<file path="src/rtl/updown_top_game.sv">
// ---------------------------------------------------------------------------
// updown_top_game
//
// Top level of the up/down number-guessing game. A free-running 7-bit LFSR
// supplies the secret target, which is latched on the first guess of a round.
// Every later guess is compared against that frozen target. A 7-segment hint
// shows "U" (go up), "d" (go down), "O" (correct) or "-" (out of tries).
//
// Parameters
//   MAX_TRIES  wrong guesses allowed per round before LOSE (1..15)
//   LFSR_SEED  non-zero LFSR value loaded on reset
//
// Ports
//   clk                in   system clock, rising edge
//   reset              in   synchronous, active-high reset
//   guess_trigger      in   guess strobe; only its rising edge is used
//   user_input[6:0]    in   player guess, unsigned 0..127
//   seg_display[6:0]   out  segments {g,f,e,d,c,b,a}, active-high, registered
//   random_number_out  out  target register (debug reveal)
//
// Configuration
//   GAME_REVEAL_EN  defined:   random_number_out shows the target register
//                   undefined: random_number_out is tied to 7'd0
// ---------------------------------------------------------------------------
module updown_top_game #(
    parameter int         MAX_TRIES = 7,
    parameter logic [6:0] LFSR_SEED = 7'h01
) (
    input  logic       clk,
    input  logic       reset,
    input  logic       guess_trigger,
    input  logic [6:0] user_input,
    output logic [6:0] seg_display,
    output logic [6:0] random_number_out
);

    typedef enum logic [1:0] {
        ST_START,
        ST_PLAY,
        ST_WIN,
        ST_LOSE
    } state_t;

    localparam logic [6:0] SEG_BLANK = 7'b0000000;
    localparam logic [6:0] SEG_UP    = 7'b0111110;  // "U"
    localparam logic [6:0] SEG_DOWN  = 7'b1011110;  // "d"
    localparam logic [6:0] SEG_OK    = 7'b0111111;  // "O"
    localparam logic [6:0] SEG_DASH  = 7'b1000000;  // "-"

    localparam logic [3:0] MAX_TRIES_L = 4'(MAX_TRIES);

    state_t     r_state;
    logic [6:0] r_lfsr;
    logic [6:0] r_target;
    logic [3:0] r_tries;
    logic       r_trig_d;
    logic [6:0] r_seg;

    logic       w_edge;
    logic [6:0] w_lfsr_next;
    logic [6:0] w_cmp_target;
    logic [3:0] w_cmp_tries;
    logic       w_eval;

    // Taps 6 and 5 give a maximal-length (127) sequence that never reaches 0.
    assign w_lfsr_next = {r_lfsr[5:0], r_lfsr[6] ^ r_lfsr[5]};

    // A strobe held high counts once.
    assign w_edge = guess_trigger & ~r_trig_d;

    // The first guess of a round is judged against the LFSR value being
    // latched this very cycle, and it is guess number 1; later guesses use
    // the frozen target and the running try count.
    assign w_cmp_target = (r_state == ST_START) ? r_lfsr : r_target;
    assign w_cmp_tries  = (r_state == ST_START) ? 4'd1 : r_tries;
    assign w_eval       = w_edge && (r_state == ST_START || r_state == ST_PLAY);

    // NOTE: all state lives in this one block and uses non-blocking
    // assignments, so every right-hand side sees pre-edge values and the
    // evaluation order of the statements below does not matter.
    always_ff @(posedge clk) begin
        if (reset) begin
            r_state  <= ST_START;
            r_lfsr   <= LFSR_SEED;
            r_target <= 7'd0;
            r_tries  <= 4'd0;
            r_trig_d <= 1'b0;
            r_seg    <= SEG_BLANK;
        end else begin
            r_lfsr   <= w_lfsr_next;
            r_trig_d <= guess_trigger;

            if (w_eval) begin
                if (r_state == ST_START) begin
                    r_target <= r_lfsr;
                end
                if (user_input == w_cmp_target) begin
                    r_seg   <= SEG_OK;
                    r_state <= ST_WIN;
                    r_tries <= w_cmp_tries;
                end else if (w_cmp_tries == MAX_TRIES_L) begin
                    r_seg   <= SEG_DASH;
                    r_state <= ST_LOSE;
                    r_tries <= w_cmp_tries;
                end else begin
                    r_seg   <= (user_input < w_cmp_target) ? SEG_UP : SEG_DOWN;
                    r_state <= ST_PLAY;
                    r_tries <= w_cmp_tries + 4'd1;
                end
            end else if (w_edge && (r_state == ST_WIN || r_state == ST_LOSE)) begin
                // Acknowledge strobe: start a new round, guess not evaluated.
                r_seg   <= SEG_BLANK;
                r_state <= ST_START;
            end
        end
    end

    assign seg_display = r_seg;

`ifdef GAME_REVEAL_EN
    assign random_number_out = r_target;
`else
    assign random_number_out = 7'd0;
`endif

endmodule

</file>
<file path="config.mk">
export PLATFORM = sky130hd
export DESIGN_NAME = updown_top_game
export DESIGN_NICKNAME = d
export VERILOG_FILES = /design/src/rtl/updown_top_game.sv
export SDC_FILE = /design/constraint.sdc
export NUM_CORES = 1
export LEC_CHECK = 0
export ABC_AREA = 0
export CORE_MARGIN = 5
export CORE_UTILIZATION = 40
export CTS_CLUSTER_SIZE = 12
export DETAILED_ROUTE_END_ITERATION = 16
export SYNTH_ARGS = -nofsm -noshare
export SYNTH_HDL_FRONTEND = slang
export SYNTH_SLANG_ARGS = --single-unit
</file>
<file path="constraint.sdc">
create_clock -name clk -period 3.3 [get_ports clk]
set_clock_uncertainty 0.2 [all_clocks]
set_input_delay 0.66 -clock clk [delete_from_list [all_inputs] [get_ports clk]]
set_output_delay 0.66 -clock clk [all_outputs]
set_load 0.03 [all_outputs]
</file>
# Yosys cells after proc, flatten, opt, wreduce, memory -nomap -nowiden
# Cells that the tools add are included.
dict set report word_totals {
  wordCells 35
  ff_bits 28
}
dict set report classes {
  muxes 13
  eq_ne 5
  bitwise_logic 3
  order_cmp 1
  n_reduce_logical 6
  n_addsub 1
}
# op n
set op_table {}
lappend op_table {{two-way mux 7 bit} 6}
lappend op_table {{two-way mux 4 bit} 3}
lappend op_table {{two-way mux 2 bit} 4}
lappend op_table {{equality test 7 bit} 1}
lappend op_table {{less-than comparator 7 bit} 1}
lappend op_table {{adder 4 x 1 -> 4 bit, second input constant} 1}
lappend op_table {{equality test 2 bit, second input constant} 2}
lappend op_table {{equality test 4 x 3 -> 1 bit, second input constant} 1}
lappend op_table {{equality test 2 x 1 -> 1 bit, second input constant} 1}
lappend op_table {{logical AND 1 bit} 2}
lappend op_table {{zero test 2 bit} 1}
lappend op_table {{logical OR 1 bit} 2}
lappend op_table {{nonzero test 2 bit} 1}
lappend op_table {{AND 1 bit} 1}
lappend op_table {{NOT 1 bit} 1}
lappend op_table {{bitwise XOR 1 bit} 1}

# Depth between registers and ports, before layout
# Gate-level depths: netlist of run 1.
dict set report depth {
  ltp_word 7
  ltp_mapped 11
}

# Worst setup path before layout of run 1
# Ideal clock, no wire load.
dict set report synth_path {
  kind {register to register}
  start {register r_state[1]}
  end {register r_seg[6], in the netlist seg_display[6]}
  stages_incl_launch_ff 11
  arrival_time_ns 2.210
  t_required_ns 2.983
  setup_time_ns 0.117
  slack_ns 0.773
  cell_sequence {dfxtp_1 > buf_6 > nor2_1 > buf_4 > mux2i_1 > ha_1 > nor2b_1 > o21ai_0 > a21oi_1 > or3_1 > a32o_1}
}
dict set report synth_between {
  elab_chain_cells 7
}
# element line
set synth_rtl {}
lappend synth_rtl {{start, declared} 52} ;# state_t r_state;
lappend synth_rtl {{start signal, assigned} 83} ;# r_state <= ST_START;
lappend synth_rtl {{start signal, assigned} 99} ;# r_state <= ST_WIN;
lappend synth_rtl {{start signal, assigned} 103} ;# r_state <= ST_LOSE;
lappend synth_rtl {{zero test 2 bit} {74, 75, 76}}
lappend synth_rtl {{two-way mux 7 bit} -}
lappend synth_rtl {{less-than comparator 7 bit} 106} ;# r_seg <= (user_input < w_cmp_target) ? SEG_UP : SEG_DOWN;
lappend synth_rtl {{two-way mux 7 bit} 106}
lappend synth_rtl {{two-way mux 7 bit} 101} ;# end else if (w_cmp_tries == MAX_TRIES_L) begin
lappend synth_rtl {{two-way mux 7 bit} 97} ;# if (user_input == w_cmp_target) begin
lappend synth_rtl {{two-way mux 7 bit} 93} ;# if (w_eval) begin
lappend synth_rtl {{end signal, assigned} 106}
lappend synth_rtl {{end, declared} 57} ;# logic [6:0] r_seg;
# Several ways; a longest one is shown, not always the timed one.
# A chain may end at the register's enable or synchronous reset.

# Worst setup path in the final report of run 1
# Same ends and word-level chain as after synthesis.

==> impl_metrics.csv, run 1 <==
group,metric,value,unit
drt,vias,981,
drt,drc,0,
power_and_ir_drop,total_leakage_power,0.000586,uW
worst_setup_path,start_kind,"flop",
placement,gp_congestion,0.776,
drt,routed_wl,2.44,mm
drt,routedWlPerCell,12.2,um
synthesis,ys_seq_area_frac,0.386,
layout,nets,175,
synthesis,netlist_top_cells_area,"dfxtp_1, ha_1, buf_4, nor2b_1, mux2i_1",
floorplanning,die_width,66.9,um
power_and_ir_drop,p_seq_frac,0.559,
power_and_ir_drop,switching_power,169,uW
cts,ctsHtreeMaxLevel,1,
synthesis,syn_area_per_cell,8.88,um2
synthesis,yosys.area_share.adder,0.0772,
timing,fmaxAchievable,0.372,GHz
timing,worst_slack,0.611,ns
global_route,grt_pass1_vias,1006,
floorplanning,pin_count,24,
layout,diodes,0,
timing,grt_setup_unrepaired,"false",
timing,report.final.slew_viol_count,0,
synthesis,post_synth_num_cell_types,35,
layout,drive_gt1_frac,0.0769,
min_path,hold_class,"flop to flop",
cts,cts_sinks,25,
synthesis,yosys.area.top_type_share,0.386,
synthesis,synthArstFlopShare,0,
drt,met2_length,1.13,mm
worst_setup_path,cp_max_fo,12,
timing,setup_viol,0,
synthesis,synthSimpleGateAreaFrac,0.192,
drt,first_iter_violations,35,
placement,place_ws,0.584,ns
power_and_ir_drop,power.density,399,nW/um2
worst_setup_path,worstSetupPathType,"flop to flop",
synthesis,synth-edff-count,0,
synthesis,synthMuxAreaShare,0.0627,
synthesis,synth_top_family_by_area,"simple AND/OR/NAND/NOR gates",
power_and_ir_drop,p_sw_frac,0.291,
global_route,overflow,0,
global_route,grt.total_usage,0.130,
power_and_ir_drop,ir_drop,0.000271,V
layout,stdcell_area,1460,um2
cts,clk_path_buf_depth,2,
drt,dr.pass1.iters,4,
drt,wl_met3,126,um
synthesis,synth_compound_area_frac,0.169,
synthesis,synthCells,146,
cts,cts_tree,"yes",
drt,postRouteAntennaNets,0,
global_route,grt_first_pass_wirelength,4.42,mm
cts,cts_resized,0,
synthesis,yosysTopAreaCell,"dfxtp_1",
drt,drt-met1-wl,1.14,mm
placement,placed_area,1430,um2
cts,cts_setup_buffers,0,
power_and_ir_drop,p_int,412,uW
timing,fin_tns_setup,0,ns
cts,clockRootBuffer,"clkbuf_4",
synthesis,yosys_warnings,0,
cts,clk_pin_slew,0.13,ns
cts,clk_latency,0.32,ns
placement,numPortBuffers,16,
cts,holdBufCountCts,0,
placement,place_hpwl,1.85,mm
global_route,grt_max_degree,18,
timing,min_period,2.69,ns
layout,layout_commonest_cell,"dfxtp_1",
layout,final_cell_mix,"dfxtp_1, clkdlybuf4s50_1, nor2_1, nor2b_1, a21oi_1",
layout,final_util,0.473,
worst_setup_path,cp-end-kind,"flop",
synthesis,synthFlopType,"dfxtp_1",
worst_setup_path,cp.required,3.33,ns
global_route,antenna_found_initial,0,
run,maxCapViolCount,0,
floorplanning,core,3080,um2
synthesis,synth-xor-area-share,0.00676,
floorplanning,dieArea,4480,um2
power_and_ir_drop,power,581,uW
timing,finalHoldViolations,0,
outcome,outcome,"finished clean",
timing,fin_crit_sh,0.815,
floorplanning,start_util,0.421,
drt,highest_layer,"met4",
floorplanning,rows,20,
synthesis,ys_seq_elements,25,
worst_setup_path,worstPathArrival,2.72,ns
power_and_ir_drop,clockPowerShare,0.242,
floorplanning,dieHeight,66.9,um
layout,synthToLayoutAreaGrowth,12.4,%
drt,viasPerCell,4.91,
cts,numCtsBuffers,3,
synthesis,syn-cell-area,1300,um2
power_and_ir_drop,power_frac_comb,0.199,
sequential cells by signal (all words and copies together), names as in the netlist:
signal       count
r_tries          4
r_trig_d         1
r_lfsr           7
r_state          2
r_target         7
seg_display      4
worst paths after layout:
| path | end | startpoint | depth (start not counted) | slack [ns] |
|---|---|---|---|---|
| setup / recovery | seg_display[6] | r_state[1] | 9 | 0.61 |
| hold / removal | r_target[5] | r_target[5] | 2 | 0.27 |
| hold reg to reg | r_target[5] | r_target[5] | 2 | 0.27 |
| setup reg to reg | seg_display[6] | r_state[1] | 9 | 0.61 |
synth_stat cells (2+ instances only):
library cell	n
nor2_1	12
a22oi_1	2
clkbuf_1	4
a211oi_1	6
buf_2	2
dfxtp_1	25
nand2b_1	2
o21ai_0	6
buf_4	12
nand3_1	2
or2_2	2
mux2i_1	7
a21oi_1	12
nand4_1	2
ha_1	8
nand2_1	11
nor2b_1	12
inv_1	2
power groups by stage:
| stage | clock [uW] | sequential, uW | combinational [uW] |
|---|---|---|---|
| floorplan | 0 | 334 | 86.5 |
| global placement | 0 | 331 | 114 |
| detailed placement | 0 | 332 | 116 |
| CTS | 144 | 325 | 116 |
| global route | 158 | 328 | 129 |
| finish | 141 | 325 | 116 |
per-layer routing:
metal	track usage	vias to the layer above
met1	0.159	440
li1	-	511
met4	0.0481	0
met2	0.212	25
met3	0.0422	5
met5	0	-
worst max-delay path: stages (launching register included):
cell	delay (ns)
dfxtp_1	0.42
nor2_1	0.13
buf_4	0.23
mux2i_1	0.29
ha_1	0.29
nor2b_1	0.13
o21ai_0	0.17
a21oi_1	0.10
or3_1	0.38
a32o_1	0.26
per-stage QoR:
stage	std cells	hold slack, ns
4_1_cts	200	0.272
3_5_place_dp	196	0.253
3_3_place_gp	196	0.245
2_1_floorplan	152	0.232
5_1_grt	200	0.276
6_report	200	0.268
final cells by class:
type / instances / area (um2)
repair buffers: 19 / 183
well taps: 44 / 55.1
inverters: 2 / 7.51
multi-input cells: 106 / 684
flip-flops and latches: 25 / 500
clock buffers: 4 / 26.3
fillers: 297 / 1620
cells by family (layout without fill, tap and decap cells):
group / Yosys count / after routing
AOI/OAI and AO/OA: 33 / 33
adders and majority gates: 8 / 8
other: 1 / 7
muxes: 8 / 8
buffers and inverters: 21 / 25
xor gates and xnor gates: 1 / 1
DFF: 25 / 25
and+or+nand+nor: 49 / 49
(Power assumes the default switching activity.)
==> inputs of run 2 (changes only) <==
==> constraint.sdc (replaced) <==
create_clock -name clk -period 2.5 [get_ports clk]
set_clock_uncertainty 0.2 [all_clocks]
set_input_delay 0.5 -clock clk [delete_from_list [all_inputs] [get_ports clk]]
set_output_delay 0.5 -clock clk [all_outputs]
set_load 0.03 [all_outputs]
==> impl_metrics.csv, run 2 (synthesis gave the netlist of run 1 again) <==
group,metric,value,unit
outcome,outcome,"finished clean",
floorplanning,start_util,0.421,
cts,numCtsBuffers,3,
cts,holdBufCountCts,0,
placement,place_ws,-0.0598,ns
cts,clockRootBuffer,"clkbuf_4",
layout,final-seq-area,500,um2
power_and_ir_drop,power.density,508,nW/um2
drt,drc,0,
power_and_ir_drop,ir_drop,0.000235,V
placement,placed_area,1490,um2
placement,gp_congestion,0.905,
global_route,grt_first_pass_wirelength,4.43,mm
layout,largest_registers,"r_lfsr x7, r_target x7",
layout,stdcell_area,1520,um2
worst_setup_path,worstSetupPathType,"flop to flop",
layout,final_cell_mix,"dfxtp_1, clkdlybuf4s50_1, nor2b_1, a21oi_1",
drt,dr.pass1.iters,4,
power_and_ir_drop,p_seq_frac,0.552,
cts,ctsHtreeMaxLevel,1,
timing,min_period,2.43,ns
layout,diodes,0,
global_route,antenna_found_initial,0,
power_and_ir_drop,switching_power,226,uW
cts,clk_pin_slew,0.14,ns
worst_setup_path,cp-end-kind,"flop",
global_route,overflow,0,
floorplanning,core,3080,um2
timing,fmaxAchievable,0.412,GHz
min_path,hold_class,"flop to flop",
timing,fin_crit_sh,0.972,
worst_setup_path,cp_max_fo,5,
cts,cts_sinks,25,
layout,drive_gt1_frac,0.141,
global_route,grt.total_usage,0.127,
timing,report.final.slew_viol_count,0,
floorplanning,pin_count,24,
power_and_ir_drop,total_leakage_power,0.000623,uW
floorplanning,rows,20,
floorplanning,die_width,66.9,um
floorplanning,dieHeight,66.9,um
power_and_ir_drop,p_sw_frac,0.291,
timing,setup_viol,0,
placement,place_hpwl,2.04,mm
worst_setup_path,cp.required,2.52,ns
layout,synthToLayoutAreaGrowth,17.6,%
timing,holdWs,0.270,ns
drt,routedWlPerCell,12.6,um
cts,cts_setup_buffers,0,
layout,nets,182,
drt,viasPerCell,5.06,
layout,fillers,300,
global_route,grt_max_degree,15,
cts,cts_tree,"yes",
run,maxCapViolCount,0,
timing,grt_setup_unrepaired,"true",
layout,multiInputGateArea,698,um2
drt,vias,1048,
power_and_ir_drop,power_frac_comb,0.212,
power_and_ir_drop,clockPowerShare,0.235,
worst_setup_path,start_kind,"flop",
floorplanning,dieArea,4480,um2
global_route,grt_pass1_vias,1027,
drt,postRouteAntennaNets,0,
cts,clk_path_buf_depth,2,
drt,routed_wl,2.60,mm
timing,finalHoldViolations,0,
layout,layout_commonest_cell,"dfxtp_1",
worst_setup_path,worstPathArrival,2.45,ns
power_and_ir_drop,p_int,549,uW
timing,worst_slack,0.0702,ns
drt,first_iter_violations,27,
cts,clk_latency,0.32,ns
placement,numPortBuffers,16,
==> run 2: final timing paths <==
| check | start | to | slack (ns) | cells past startpoint |
|---|---|---|---|---|
| worst min-delay path | r_target[0] | r_target[0] | 0.27 | 2 |
| worst max register to register | r_state[1] | seg_display[6] | 0.07 | 9 |
| worst max-delay path | r_state[1] | seg_display[6] | 0.07 | 9 |
| worst min register to register | r_target[0] | r_target[0] | 0.27 | 2 |
==> run 2: power groups by stage <==
| stage | combinational (uW) | clock (uW) | sequential, uW |
|---|---|---|---|
| 6_report | 165 | 182 | 428 |
| 5_1_grt | 181 | 207 | 430 |
| 4_1_cts | 164 | 192 | 427 |
| 3_5_place_dp | 163 | 0 | 436 |
| 3_3_place_gp | 159 | 0 | 435 |
| 2_1_floorplan | 114 | 0 | 442 |
==> run 2: what timing repair did <==
| action | CTS | global route |
|---|---|---|
| gates resized for setup | 1 | 3 |
| endpoints found under the setup margin | 2 | 7 |
| cloned | 0 | 0 |
==> run 2: layer usage <==
layer / track usage / up-vias / routed length [um]
li1: - / 529 / -
met1: 0.161 / 484 / 1220
met2: 0.204 / 31 / 1200
met3: 0.0287 / 4 / 155
met4: 0.0557 / 0 / 36
met5: 0 / - / 0
==> run 2: critical path, cell delays in order, from the launching register on <==
cell      delay (ns)
dfxtp_1         0.41
nor2_4          0.07
buf_4           0.16
buf_4           0.15
or2_2           0.27
ha_1            0.23
o211ai_2        0.09
nor2_1          0.08
or3_1           0.41
a32o_1          0.26
==> run 2: metrics by stage <==
| stage | setup TNS (ns) | utilization | power [uW] | instances |
|---|---|---|---|---|
| finish | 0 | 0.495 | 775 | 207 |
| global route | -0.0979 | 0.495 | 818 | 207 |
| CTS | 0 | 0.491 | 783 | 207 |
| detailed placement | -0.101 | 0.483 | 599 | 203 |
| global placement | -0.0396 | 0.483 | 594 | 203 |
| floorplan | 0 | - | 556 | 152 |
==> run 2: layout make-up <==
class | count | area share
inverter | 2 | 0.00493
timing repair buffer | 26 | 0.154
clock inverter | 1 | 0.00328
tap | 44 | 0.0361
sequential | 25 | 0.328
multi-input combinational | 106 | 0.458
clock buffer | 3 | 0.0148
